**src/rtl/irq_trap_ctrl_if.sv**
```systemverilog
// Bundle between irq_trap_ctrl and csrfile.
// master = trap sequencer (drives strobes), slave = csrfile (drives state).
interface irq_trap_ctrl_if #(
    parameter int DATA_WIDTH = 32
);
    logic                  mip_external_i;
    logic                  mip_timer_i;
    logic                  mip_software_i;
    logic                  mie_external_i;
    logic                  mie_timer_i;
    logic                  mie_software_i;
    logic                  mstatus_ie_i;
    logic [DATA_WIDTH-1:0] mtvec_i;
    logic [DATA_WIDTH-1:0] epc_i;
    logic                  cause_we_o;
    logic                  interrupt_type_o;
    logic [3:0]            cause_o;
    logic                  epc_we_o;
    logic [DATA_WIDTH-1:0] epc_o;
    logic                  mstatus_ie_clear_o;
    logic                  mstatus_ie_set_o;

    modport master (
        input  mip_external_i, mip_timer_i, mip_software_i,
        input  mie_external_i, mie_timer_i, mie_software_i,
        input  mstatus_ie_i, mtvec_i, epc_i,
        output cause_we_o, interrupt_type_o, cause_o,
        output epc_we_o, epc_o,
        output mstatus_ie_clear_o, mstatus_ie_set_o
    );

    modport slave (
        output mip_external_i, mip_timer_i, mip_software_i,
        output mie_external_i, mie_timer_i, mie_software_i,
        output mstatus_ie_i, mtvec_i, epc_i,
        input  cause_we_o, interrupt_type_o, cause_o,
        input  epc_we_o, epc_o,
        input  mstatus_ie_clear_o, mstatus_ie_set_o
    );
endinterface

```
**src/rtl/irq_trap_ctrl.sv**
```systemverilog
// Trap/interrupt sequencer: detects ecall/ebreak/mret/interrupts at EX,
// drives csrfile strobes (csr bundle), and stalls/flushes/redirects the pipe.
module irq_trap_ctrl #(
    parameter int DATA_WIDTH = 32
) (
    input  logic                  clk_i,
    input  logic                  rst_i,
    input  logic                  inst_valid_i,
    input  logic [DATA_WIDTH-1:0] inst_pc_i,
    input  logic                  ecall_i,
    input  logic                  ebreak_i,
    input  logic                  mret_i,
    output logic                  stall_o,
    output logic                  flush_o,
    output logic                  redirect_o,
    output logic [DATA_WIDTH-1:0] redirect_pc_o,
    irq_trap_ctrl_if.master       csr
);

    typedef enum logic [2:0] {
        IDLE,
        TRAP_SAVE,
        TRAP_JUMP,
        MRET_RESTORE,
        MRET_JUMP
    } state_e;

    localparam logic [DATA_WIDTH-1:0] ALIGN_MASK = ~DATA_WIDTH'(3);

    state_e                state_q, state_d;
    logic [3:0]            cause_q, cause_d;
    logic                  irq_q, irq_d;
    logic [DATA_WIDTH-1:0] epc_q, epc_d;
    logic [DATA_WIDTH-1:0] target_q, target_d;

    logic                  pend_ext, pend_tmr, pend_sw;
    logic                  irq_take;
    logic                  det_trap, det_irq, det_mret;
    logic [3:0]            det_cause;
    logic [DATA_WIDTH-1:0] base;
    logic [DATA_WIDTH-1:0] vec_off;
    logic [DATA_WIDTH-1:0] det_target;

    // Event detection with fixed priority: ecall > ebreak > mret > irq.
    always_comb begin
        pend_ext  = csr.mip_external_i & csr.mie_external_i;
        pend_tmr  = csr.mip_timer_i    & csr.mie_timer_i;
        pend_sw   = csr.mip_software_i & csr.mie_software_i;
        irq_take  = csr.mstatus_ie_i & (pend_ext | pend_tmr | pend_sw);
        det_trap  = 1'b0;
        det_irq   = 1'b0;
        det_mret  = 1'b0;
        det_cause = 4'd0;
        if (inst_valid_i && !rst_i) begin
            if (ecall_i) begin
                det_trap  = 1'b1;
                det_cause = 4'd11;
            end else if (ebreak_i) begin
                det_trap  = 1'b1;
                det_cause = 4'd3;
            end else if (mret_i) begin
                det_mret  = 1'b1;
            end else if (irq_take) begin
                det_trap = 1'b1;
                det_irq  = 1'b1;
                if (pend_ext)     det_cause = 4'd11;
                else if (pend_sw) det_cause = 4'd3;
                else              det_cause = 4'd7;
            end
        end
        // Vectored mode only for interrupts; modes 10/11 fall back to direct.
        base       = csr.mtvec_i & ALIGN_MASK;
        vec_off    = DATA_WIDTH'({det_cause, 2'b00});
        det_target = (csr.mtvec_i[1:0] == 2'b01 && det_irq) ?
                     base + vec_off : base;
    end

    always_comb begin
        state_d                = state_q;
        cause_d                = cause_q;
        irq_d                  = irq_q;
        epc_d                  = epc_q;
        target_d               = target_q;
        stall_o                = 1'b0;
        flush_o                = 1'b0;
        redirect_o             = 1'b0;
        redirect_pc_o          = '0;
        csr.cause_we_o         = 1'b0;
        csr.epc_we_o           = 1'b0;
        csr.mstatus_ie_clear_o = 1'b0;
        csr.mstatus_ie_set_o   = 1'b0;
        case (state_q)
            IDLE: begin
                if (det_trap) begin
                    stall_o  = 1'b1;
                    flush_o  = 1'b1;
                    cause_d  = det_cause;
                    irq_d    = det_irq;
                    epc_d    = inst_pc_i & ALIGN_MASK;
                    target_d = det_target;
                    state_d  = TRAP_SAVE;
                end else if (det_mret) begin
                    stall_o  = 1'b1;
                    flush_o  = 1'b1;
                    state_d  = MRET_RESTORE;
                end
            end
            TRAP_SAVE: begin
                csr.cause_we_o         = 1'b1;
                csr.epc_we_o           = 1'b1;
                csr.mstatus_ie_clear_o = 1'b1;
                stall_o                = 1'b1;
                state_d                = TRAP_JUMP;
            end
            TRAP_JUMP: begin
                redirect_o    = 1'b1;
                redirect_pc_o = target_q;
                state_d       = IDLE;
            end
            // Extra cycle lets a just-issued mepc write land before use.
            MRET_RESTORE: begin
                csr.mstatus_ie_set_o = 1'b1;
                stall_o              = 1'b1;
                state_d              = MRET_JUMP;
            end
            MRET_JUMP: begin
                redirect_o    = 1'b1;
                redirect_pc_o = csr.epc_i & ALIGN_MASK;
                state_d       = IDLE;
            end
            default: state_d = IDLE;
        endcase
    end

    assign csr.cause_o          = cause_q;
    assign csr.interrupt_type_o = irq_q;
    assign csr.epc_o            = epc_q;

    always_ff @(posedge clk_i) begin
        if (rst_i) begin
            state_q  <= IDLE;
            cause_q  <= 4'd0;
            irq_q    <= 1'b0;
            epc_q    <= '0;
            target_q <= '0;
        end else begin
            state_q  <= state_d;
            cause_q  <= cause_d;
            irq_q    <= irq_d;
            epc_q    <= epc_d;
            target_q <= target_d;
        end
    end

endmodule

```
**src/flat_wrapper.sv**
```systemverilog
// flat-port wrapper written by rule: the top's interface ports become plain ports
module irq_trap_ctrl_flat 
#(
    parameter int DATA_WIDTH = 32
)
  (clk_i, rst_i, inst_valid_i, inst_pc_i, ecall_i, ebreak_i, mret_i, stall_o, flush_o, redirect_o, redirect_pc_o, csr_mip_external_i, csr_mip_timer_i, csr_mip_software_i, csr_mie_external_i, csr_mie_timer_i, csr_mie_software_i, csr_mstatus_ie_i, csr_mtvec_i, csr_epc_i, csr_cause_we_o, csr_interrupt_type_o, csr_cause_o, csr_epc_we_o, csr_epc_o, csr_mstatus_ie_clear_o, csr_mstatus_ie_set_o);
  irq_trap_ctrl_if #(.DATA_WIDTH(DATA_WIDTH)) csr_i ();
  input  logic clk_i;
  input  logic rst_i;
  input  logic inst_valid_i;
  input  logic [DATA_WIDTH-1:0] inst_pc_i;
  input  logic ecall_i;
  input  logic ebreak_i;
  input  logic mret_i;
  output logic stall_o;
  output logic flush_o;
  output logic redirect_o;
  output logic [DATA_WIDTH-1:0] redirect_pc_o;
  input wire logic [$bits(csr_i.mip_external_i)-1:0] csr_mip_external_i;
  input wire logic [$bits(csr_i.mip_timer_i)-1:0] csr_mip_timer_i;
  input wire logic [$bits(csr_i.mip_software_i)-1:0] csr_mip_software_i;
  input wire logic [$bits(csr_i.mie_external_i)-1:0] csr_mie_external_i;
  input wire logic [$bits(csr_i.mie_timer_i)-1:0] csr_mie_timer_i;
  input wire logic [$bits(csr_i.mie_software_i)-1:0] csr_mie_software_i;
  input wire logic [$bits(csr_i.mstatus_ie_i)-1:0] csr_mstatus_ie_i;
  input wire logic [$bits(csr_i.mtvec_i)-1:0] csr_mtvec_i;
  input wire logic [$bits(csr_i.epc_i)-1:0] csr_epc_i;
  output wire logic [$bits(csr_i.cause_we_o)-1:0] csr_cause_we_o;
  output wire logic [$bits(csr_i.interrupt_type_o)-1:0] csr_interrupt_type_o;
  output wire logic [$bits(csr_i.cause_o)-1:0] csr_cause_o;
  output wire logic [$bits(csr_i.epc_we_o)-1:0] csr_epc_we_o;
  output wire logic [$bits(csr_i.epc_o)-1:0] csr_epc_o;
  output wire logic [$bits(csr_i.mstatus_ie_clear_o)-1:0] csr_mstatus_ie_clear_o;
  output wire logic [$bits(csr_i.mstatus_ie_set_o)-1:0] csr_mstatus_ie_set_o;
  assign csr_i.mip_external_i = csr_mip_external_i;
  assign csr_i.mip_timer_i = csr_mip_timer_i;
  assign csr_i.mip_software_i = csr_mip_software_i;
  assign csr_i.mie_external_i = csr_mie_external_i;
  assign csr_i.mie_timer_i = csr_mie_timer_i;
  assign csr_i.mie_software_i = csr_mie_software_i;
  assign csr_i.mstatus_ie_i = csr_mstatus_ie_i;
  assign csr_i.mtvec_i = csr_mtvec_i;
  assign csr_i.epc_i = csr_epc_i;
  assign csr_cause_we_o = csr_i.cause_we_o;
  assign csr_interrupt_type_o = csr_i.interrupt_type_o;
  assign csr_cause_o = csr_i.cause_o;
  assign csr_epc_we_o = csr_i.epc_we_o;
  assign csr_epc_o = csr_i.epc_o;
  assign csr_mstatus_ie_clear_o = csr_i.mstatus_ie_clear_o;
  assign csr_mstatus_ie_set_o = csr_i.mstatus_ie_set_o;
  irq_trap_ctrl #(.DATA_WIDTH(DATA_WIDTH)) u_core (.clk_i(clk_i), .rst_i(rst_i), .inst_valid_i(inst_valid_i), .inst_pc_i(inst_pc_i), .ecall_i(ecall_i), .ebreak_i(ebreak_i), .mret_i(mret_i), .stall_o(stall_o), .flush_o(flush_o), .redirect_o(redirect_o), .redirect_pc_o(redirect_pc_o), .csr(csr_i));
endmodule
```
**config.mk**
```make
export PLATFORM = sky130hd
export DESIGN_NAME = irq_trap_ctrl_flat
export DESIGN_NICKNAME = d
export VERILOG_FILES = /design/src/rtl/irq_trap_ctrl_if.sv /design/src/rtl/irq_trap_ctrl.sv /design/src/flat_wrapper.sv
export SDC_FILE = /design/constraint.sdc
export NUM_CORES = 1
export LEC_CHECK = 0
export CAP_MARGIN = 0
export CORE_MARGIN = 8
export CORE_UTILIZATION = 60
export CTS_BUF_LIST = sky130_fd_sc_hd__clkbuf_8
export CTS_CLUSTER_DIAMETER = 30
export DETAILED_ROUTE_END_ITERATION = 6
export DONT_BUFFER_PORTS = 1
export PLACE_DENSITY = 0.76
export SETUP_SLACK_MARGIN = 0.1
export SLEW_MARGIN = 20
export SYNTH_ARGS = -nofsm -noshare
export SYNTH_HDL_FRONTEND = slang
export SYNTH_SLANG_ARGS = --single-unit
```
**constraint.sdc**
```tcl
create_clock -name clk_i -period 6.8 [get_ports clk_i]
set_input_delay 0.68 -clock clk_i [delete_from_list [all_inputs] [get_ports clk_i]]
set_output_delay 0.68 -clock clk_i [all_outputs]
set_load 0.03 [all_outputs]
```
==> results of run 1 <==
## stage by stage
stage	cell area (um^2)	cells	total power, mW	utilization [%]
after floorplan	3615	442	0.5514	-
after global placement	3586	485	0.5607	61.29
after detailed placement	3588	485	0.5646	61.33
after CTS	3811	501	0.9379	65.14
after global routing	3811	501	0.9679	65.14
final	3811	501	0.9309	65.14
## synth_stat cells, drive strengths merged (2+ instances only)
cell type / number
a211oi: 27
a21boi: 2
a21oi: 38
a22o: 31
a311oi: 3
and2: 3
and3: 2
and4: 3
buf: 10
clkbuf: 27
dfxtp: 67
ha: 4
inv: 5
mux2i: 3
nand2: 79
nand2b: 7
nand3: 9
nand4: 7
nor2: 36
nor3: 9
nor4: 14
nor4b: 3
o21ai: 3
o31ai: 2
or2: 2
or3: 3
or4: 4
xnor2: 16
xor2: 8
## registers in the layout, summed over array words and instances, names as in the netlist
| signal | count |
|---|---|
| u_core.target_q | 30 |
| u_core.csr.interrupt_type_o | 1 |
| u_core.csr.epc_o | 30 |
| u_core.csr.cause_o | 3 |
| u_core.state_q | 3 |
## power by group through the flow
stage               combinational, mW  clock, mW  sequential (mW)
finish                          0.106      0.376            0.448
detailed placement              0.107          0            0.458
floorplan                       0.101          0            0.451
CTS                             0.107      0.382            0.449
global route                    0.119      0.398            0.451
global placement                0.104          0            0.457
## worst register-to-register path, stage by stage (launching register included)
cell and delay (ps):
dfxtp_1 360, nor4_1 540, and2_2 620, buf_4 600, nor2_1 80, a211oi_1 260
## cell families (layout without fill, tap and decap cells)
kind of cell	count (synthesis)	count (layout)	share of synthesized area, %
AND/OR/NAND/NOR	185	185	26.21
AO/OA/AOI/OAI	112	112	22.50
flip-flops	67	67	37.22
buffers and inverters	42	26	5.347
XOR/XNOR	24	24	5.833
adder cells (fa/ha/maj)	5	5	1.945
multiplexers	3	3	0.8334
other	1	4	0.1041
## routing by layer
metal / wire (um) / GRT usage (%)
met1: 3938 / 24.79
met3: 1274 / 8.814
met2: 4692 / 35.43
met5: 0 / 0
met4: 82 / 9.262
## layout make-up
cell class	instances	area, um^2	area share [%]
multi-input cells	333	2097	55.02
flip-flops and latches	67	1341	35.19
clock buffers	9	123.9	3.250
clock inverters	7	98.84	2.594
well taps	75	93.84	2.462
repair buffers	5	37.54	0.9849
inverters	5	18.77	0.4924
## final timing paths
kind / to / slack [ps] / depth (start not counted) / start
min reg2reg: u_core.target_q[4]$_SDFFE_PP0P_ / 470 / 2 / u_core.target_q[4]$_SDFFE_PP0P_
max reg2reg: u_core.target_q[23]$_SDFFE_PP0P_ / 4250 / 5 / u_core.state_q[0]$_SDFFE_PP0P_
min: u_core.csr.cause_o[2]$_SDFFE_PP0P_ / 410 / 1 / rst_i
max: u_core.target_q[31]$_SDFFE_PP0P_ / 3510 / 11 / csr_mip_external_i
==> impl.org, run 1 <==
** Run status
- Outcome :: finished clean

** Global route
- Initial antenna violation count :: 0
- Global routing consumed, over all layers together, a little over a fifth of the routing resources.
- Vias in the first global route :: 3162
- The first global-routing pass estimated about 15 mm of wire.
- Congestion Overflow GR :: 0
- Entering global routing, the biggest net connects 69 pins.

** Setup path
- The setup path with the least slack is of type in -> reg.
- Slowest cell on the critical path :: a222oi_1
- The worst setup path is captured at a flop.
- Data arrives at the worst endpoint at between 3000 and 4000 ps.
- On the worst path, the slowest cell contributes a delay of 690 ps.
- The worst setup path is launched from an input pin.
- Cell Chain, Critical Path :: a222oi_1 > o31ai_1 > nand2b_1 > inv_1 > ha_1 > a211o_1 > a21oi_1 > buf_4 > nand2b_1 > or4_1 > a311oi_1
- Data on the critical path is required at its endpoint by between 7000 and 8000 ps.
- In this design, the critical path's most frequently occurring cell is nand2b_1.
- In this run the worst path has a maximum fanout of 12.
- In this design, the largest share of critical-path delay is due to compound AO/OA/AOI/OAI gates.
- The number of buffers and inverters on the critical path is 2.

** Place
- Input and output buffers added on the ports amount to 0.
- Gpl congestion :: a little over 0.9
- Summed over all nets, the half-perimeter wirelength after detailed placement is 7.406 mm.
- Before CTS, the worst setup slack after placement is ~3200 ps.

** Finish
- Antenna Cells :: 0
- Synthesis-to-layout area growth :: 5.764%
- Most frequent standard cell in the layout excluding fill and tap cells :: nand2_1
- For this run, the post-layout net count is approximately 540.
- Leaving out fill and tap cells, the most frequent cells in the layout are nand2_1, dfxtp_1, a21oi_1.
- The layout has ~550 filler cells.
- Of the cells placed in the final design, the portion with a size suffix greater than 1 is 10.33%.

** Routing
- For this run, design rule violations remaining after detail routing come to 0.
- Routed WL per cell :: ~20 um
- Via-per-instance ratio :: ~6.3
- Wire length reported by the detailed router :: 9.988 mm
- After the first detailed-routing iteration, the DRC count stood at around 180.
- Before antenna repair, the detailed router went through 4 iterations.
- The count of nets left with antenna violations once routing finished came out at 0.
- For this block, the via count after detailed routing is between 3000 and 4000.

** Clock network
- Worst-path clk slew :: 80 ps
- Post-CTS Setup Repair Bufs :: 0
- TritonCTS created 9 clock buffers.
- Clock tree from TritonCTS :: built
- Number of buffers inserted by hold repair at cts :: 0
- The clock passes through at most 2 buffers.
- CTS resizes :: 0
- Clk root buf :: clkbuf_8
- The clock drives 67 sinks.
- CTS built an H-tree with a depth of 3.
- For the worst-skew pair, the clock arrives at the later sink with an insertion delay of around 340 ps.

** STA
- For the final routed database, the setup TNS stands at 0 ps.
- Final hold slack :: about 410 ps
- Setup repair after global routing missed its margin :: no
- Fmax :: roughly 300 MHz
- Max-slew violations :: 0
- The number of failing hold endpoints at the final stage came to 0.
- Setup violations remaining at the end of the flow were counted as 0.
- The worst pin sits at a relative slew slack of between 30% and 40%.
- Period Utilization, post-route :: between 40% and 50%
- Final worst-path setup slack :: 3509 ps
- Clock period minus final worst setup slack :: approximately 3300 ps
- Slew of the pin with the lowest slew margin :: between 1000 and 1500 ps
- Between clock sinks in the finished design, the worst skew comes to roughly 9.0 ps.

** Power and ir drop
- Switching part of the total power :: approximately 29%
- Internal Pwr Total :: between 0.6 and 0.7 mW
- Total net switching power :: between 0.2 and 0.3 mW
- Standby leakage power :: around 1.2 nW
- For this design the ratio of total power to cell area is 244.3 nW/um^2.
- Peak supply drop :: 0.1791 mV
- Of the total power, combinational logic draws between 10% and 20%.
- The clock network burns between 40% and 50% of the power.
- Share of total power in sequential cells :: between 40 and 50%

** Synth
- Register area share after synthesis :: between 30% and 40%
- Post-Synthesis Mean Instance Area :: 8.208 um^2
- In the synthesized netlist, the number of instances is 439.
- Most area-hungry cell type in the Yosys netlist :: dfxtp_1
- In this run, synthesis inferred 0 flip-flops with an integrated enable.
- Summed over its instances, the top area cell type makes up around 37% of the synthesized netlist area.
- For this run, asynchronously set or reset flops after synthesis account for 0%.
- Cell area after synthesis :: between 3000 and 4000 um^2
- During synthesis, Yosys emitted a total of 0 warnings.
- Unique masters post-synth :: 47
- Synthesis inferred 67 register bits.
- After synthesis, the cell types taking the most area are dfxtp_1, nand2_1, a22o_1, a21oi_1, a211oi_1.
- In the synthesized netlist the dominant register cell turns out to be dfxtp_1.

** Floorplanning
- Die extent in x :: slightly above 90 um
- From bottom edge to top edge, the die measures about 93 um.
- Initial Util :: roughly 60%
- In this run the count of I/O pins placed on the die edge is about 190.
- Number of placement rows :: 28
- DIE AREA :: slightly below 9000 um^2
- Core outline area :: 5851 um^2

** Worst hold path
- Class of the most critical hold timing path :: in -> reg

** Run
- The tool flagged a number of max-cap violations equal to 0.
(Power assumes the default switching activity.)
==> run 2, diff against run 1 <==
--- a/config.mk
+++ b/config.mk
@@ -12,7 +12,7 @@
 export CTS_CLUSTER_DIAMETER = 30
 export DETAILED_ROUTE_END_ITERATION = 6
 export DONT_BUFFER_PORTS = 1
-export PLACE_DENSITY = 0.76
+export PLACE_DENSITY = 0.79
 export SETUP_SLACK_MARGIN = 0.1
 export SLEW_MARGIN = 20
 export SYNTH_ARGS = -nofsm -noshare
==> constraint.sdc (replaced) <==
create_clock -name clk_i -period 2.9 [get_ports clk_i]
set_input_delay 0.29 -clock clk_i [delete_from_list [all_inputs] [get_ports clk_i]]
set_output_delay 0.29 -clock clk_i [all_outputs]
set_load 0.03 [all_outputs]
==> impl.org, run 2 (synthesis gave the netlist of run 1 again) <==
** Floorplanning
- From bottom edge to top edge, the die measures about 93 um.
- Pin placement for this block handled around 190 I/O pins.
- Die extent in x :: 93.50 um
- Once the floorplan was initialized, standard cells occupied 61.59% of the core.
- The floorplan step defined a core boundary enclosing just under 6000 um^2.
- The die covers around 9000 um^2.
- The floorplan has 28 rows.

** Routing
- For this block, the initial DRC count from the detailed router was 146.
- Routed WL per cell :: slightly above 20 um
- Number of DRC violations after detailed routing :: 0
- Using the TritonRoute via totals, the vias-per-cell ratio works out to ~6.3.
- Drt first pass iters :: 5
- For this block, the routed nets add up to between 10 and 15 mm of wire.
- Number of antenna-violating nets in the routed design :: 0
- Summing over every cut layer, the via total after detailed routing is ~3200.

** STA
- Final worst-path setup slack :: 354.5 ps
- Finish-stage setup viols :: 0
- Worst Clk Skew :: around 5.1 ps
- Final hold slack :: around 21 ps
- Of the available clock period, the critical path in the final layout requires between 80% and 90%.
- Max-slew violations :: 0
- Clock period minus final worst setup slack :: around 2500 ps
- Slew of the pin with the lowest slew margin :: a little under 1000 ps
- Hold Fails Final Rpt :: 0
- Final setup TNS :: 0 ps
- Relative max-transition margin :: about a third
- Setup repair after global routing missed its margin :: no
- Fmax :: between 300 and 400 MHz

** Power and ir drop
- For this design the ratio of total power to cell area is approximately 560 nW/um^2.
- IR analysis of the VDD net gives a maximum drop of approximately 0.4 mV.
- The analysis attributes to cell leakage a power of about 1.3 nW.
- After layout, the design draws a total of 2.214 mW.

** Setup path
- At the worst endpoint, the required time is approximately 3100 ps.
- Across all register-to-register paths, the minimum setup slack is between 600 and 700 ps.
- The worst register-to-register path ends at u_core.target_q[28]$_SDFFE_PP0P_.
- STA classifies the critical path startpoint as an input pin.
- Cell type group with the largest total delay on the critical path :: compound AO/OA/AOI/OAI gates
- Arrival time reported for the critical path endpoint :: 2790 ps
- Biggest fanout along the worst timing path :: 5
- Measured in cells, the most critical reg-to-reg path has a length of 5.
- Endpoint class of the critical path :: flop
- The critical path is of the in -> reg type.
- Max incr delay on CP :: 470 ps
- In this run the critical register-to-register path is launched from u_core.state_q[0]$_SDFFE_PP0P_.
- Together, buffers and inverters on the worst path number 1.
- Cell Chain, Critical Path :: a222oi_1 > o31ai_1 > nand2b_1 > inv_1 > ha_1 > fa_1 > nand3_1 > nand2_1 > nand4_1 > o21ai_0 > a311oi_1
- The largest individual stage delay along the critical path comes from the cell a222oi_1.

** Place
- Detailed Place HPWL :: ~7.7 mm
- Gpl congestion :: 0.8794
- Port buffering added 0 buffers.
- Pre-CTS worst setup slack :: roughly 110 ps

** Run
- Number of maximum-capacitance constraint violations :: 0

** Clock network
- The longest clock path from root to sink contains 2 buffers.
- Clock Sinks :: 67
- CTS resizes :: 0
- CTS H-Tree Depth :: 3
- CTS placed an instance of clkbuf_8 at the clock tree root.
- Total clock buffers created by CTS :: 9
- TritonCTS built the clock tree.
- In this run the post-CTS setup repair buffer count came out at 0.
- Buffers inserted to repair hold after CTS numbered 3.
- Clock latency reported for the late side of the worst-skew pair :: 340 ps
- Clock-pin slew was measured on the worst setup and hold paths at ~80 ps.

** Finish
- Net total in the final layout :: 547
- Cells fill between 60 and 70% of the core in the end.
- Synthesis-to-layout area growth :: 9.132%
- In the layout the commonest cells are nand2_1, dfxtp_1, a21oi_1.
- Number of inserted filler cells in the final layout :: ~500
- Antenna Cells :: 0
- Of the cells placed in the final design, the portion with a size suffix greater than 1 is between 10% and 20%.
- Leaving out fill and tap cells, the most frequent cell in the layout is nand2_1.
- Area taken by multi-input logic gates :: about 2100 um^2
- In the final layout, flip-flops and latches occupy 1341 um^2.

** Global route
- The total overflow left after global routing is 0.
- The number of antenna violations at the first check in global routing is 0.
- Maximum number of pins on one net before global-route repair :: 38
- Total global-route track usage :: roughly a quarter
- Vias in the first global route :: about 3100
- The first global-routing pass estimated roughly 16 mm of wire.

** Worst hold path
- Class of the most critical hold timing path :: in -> reg
- Cell count of the worst hold path :: 1
- Worst hold endpoint :: u_core.target_q[13]$_SDFFE_PP0P_
- Worst Hold Launch :: rst_i

** Run status
- The flow ran to the end, and the final reports show no timing, DRC or antenna violations.
run 2: cell types whose count changed in the layout (fill, tap and decap cells not counted), sizes merged:
cell | previous run | this run
buf | 5 | 14
clkinv | 2 | 4
clkinvlp | 1 | 0
dlygate4sd3 | 0 | 3
inv | 7 | 6
run 2: per-stage QoR:
step           std cells  instance area (um^2)
6_report             513                  3933
3_5_place_dp         493                  3659
2_1_floorplan        442                  3616
3_3_place_gp         493                  3659
5_1_grt              513                  3933
4_1_cts              512                  3923
run 2: final cells by class:
type	instances	share of cell area, %
multi-input cells	333	53.26
flip-flops and latches	67	34.11
repair buffers	17	4.073
clock buffers	9	3.150
clock inverters	7	2.545
well taps	75	2.386
inverters	5	0.4773
run 2: worst reg2reg max path, delay by kind of cell (launching register included):
kind / cells / cell delay (ps)
simple gates: 3 / 1230
compound gates: 1 / 280
buf+inv: 1 / 270
flops: 1 / 370
run 2: worst max-delay path by stage:
stage,start,end,cells after the start
final,csr_mip_external_i,u_core.target_q[28]$_SDFFE_PP0P_,11
after global placement,csr_mip_external_i,u_core.target_q[23]$_SDFFE_PP0P_,11
after detailed placement,csr_mip_external_i,u_core.target_q[28]$_SDFFE_PP0P_,11
after global routing,csr_mip_external_i,u_core.target_q[26]$_SDFFE_PP0P_,11
after floorplan,csr_mip_external_i,u_core.target_q[19]$_SDFFE_PP0P_,11
after CTS,csr_mip_external_i,u_core.target_q[26]$_SDFFE_PP0P_,11
run 2: power by group:
part	internal, mW	leakage (nW)	switching (mW)
logic	0.100	0.641	0.183
clock network	0.490	0.114	0.389
registers	0.973	0.547	0.0787
run 2: metal layers:
metal	up-vias	wire, um	track usage [%]
met3	12	1312	8.734
met5	-	0	0
met1	1491	4071	26.56
met4	0	197	10.07
li1	1567	-	-
met2	166	5084	38.37
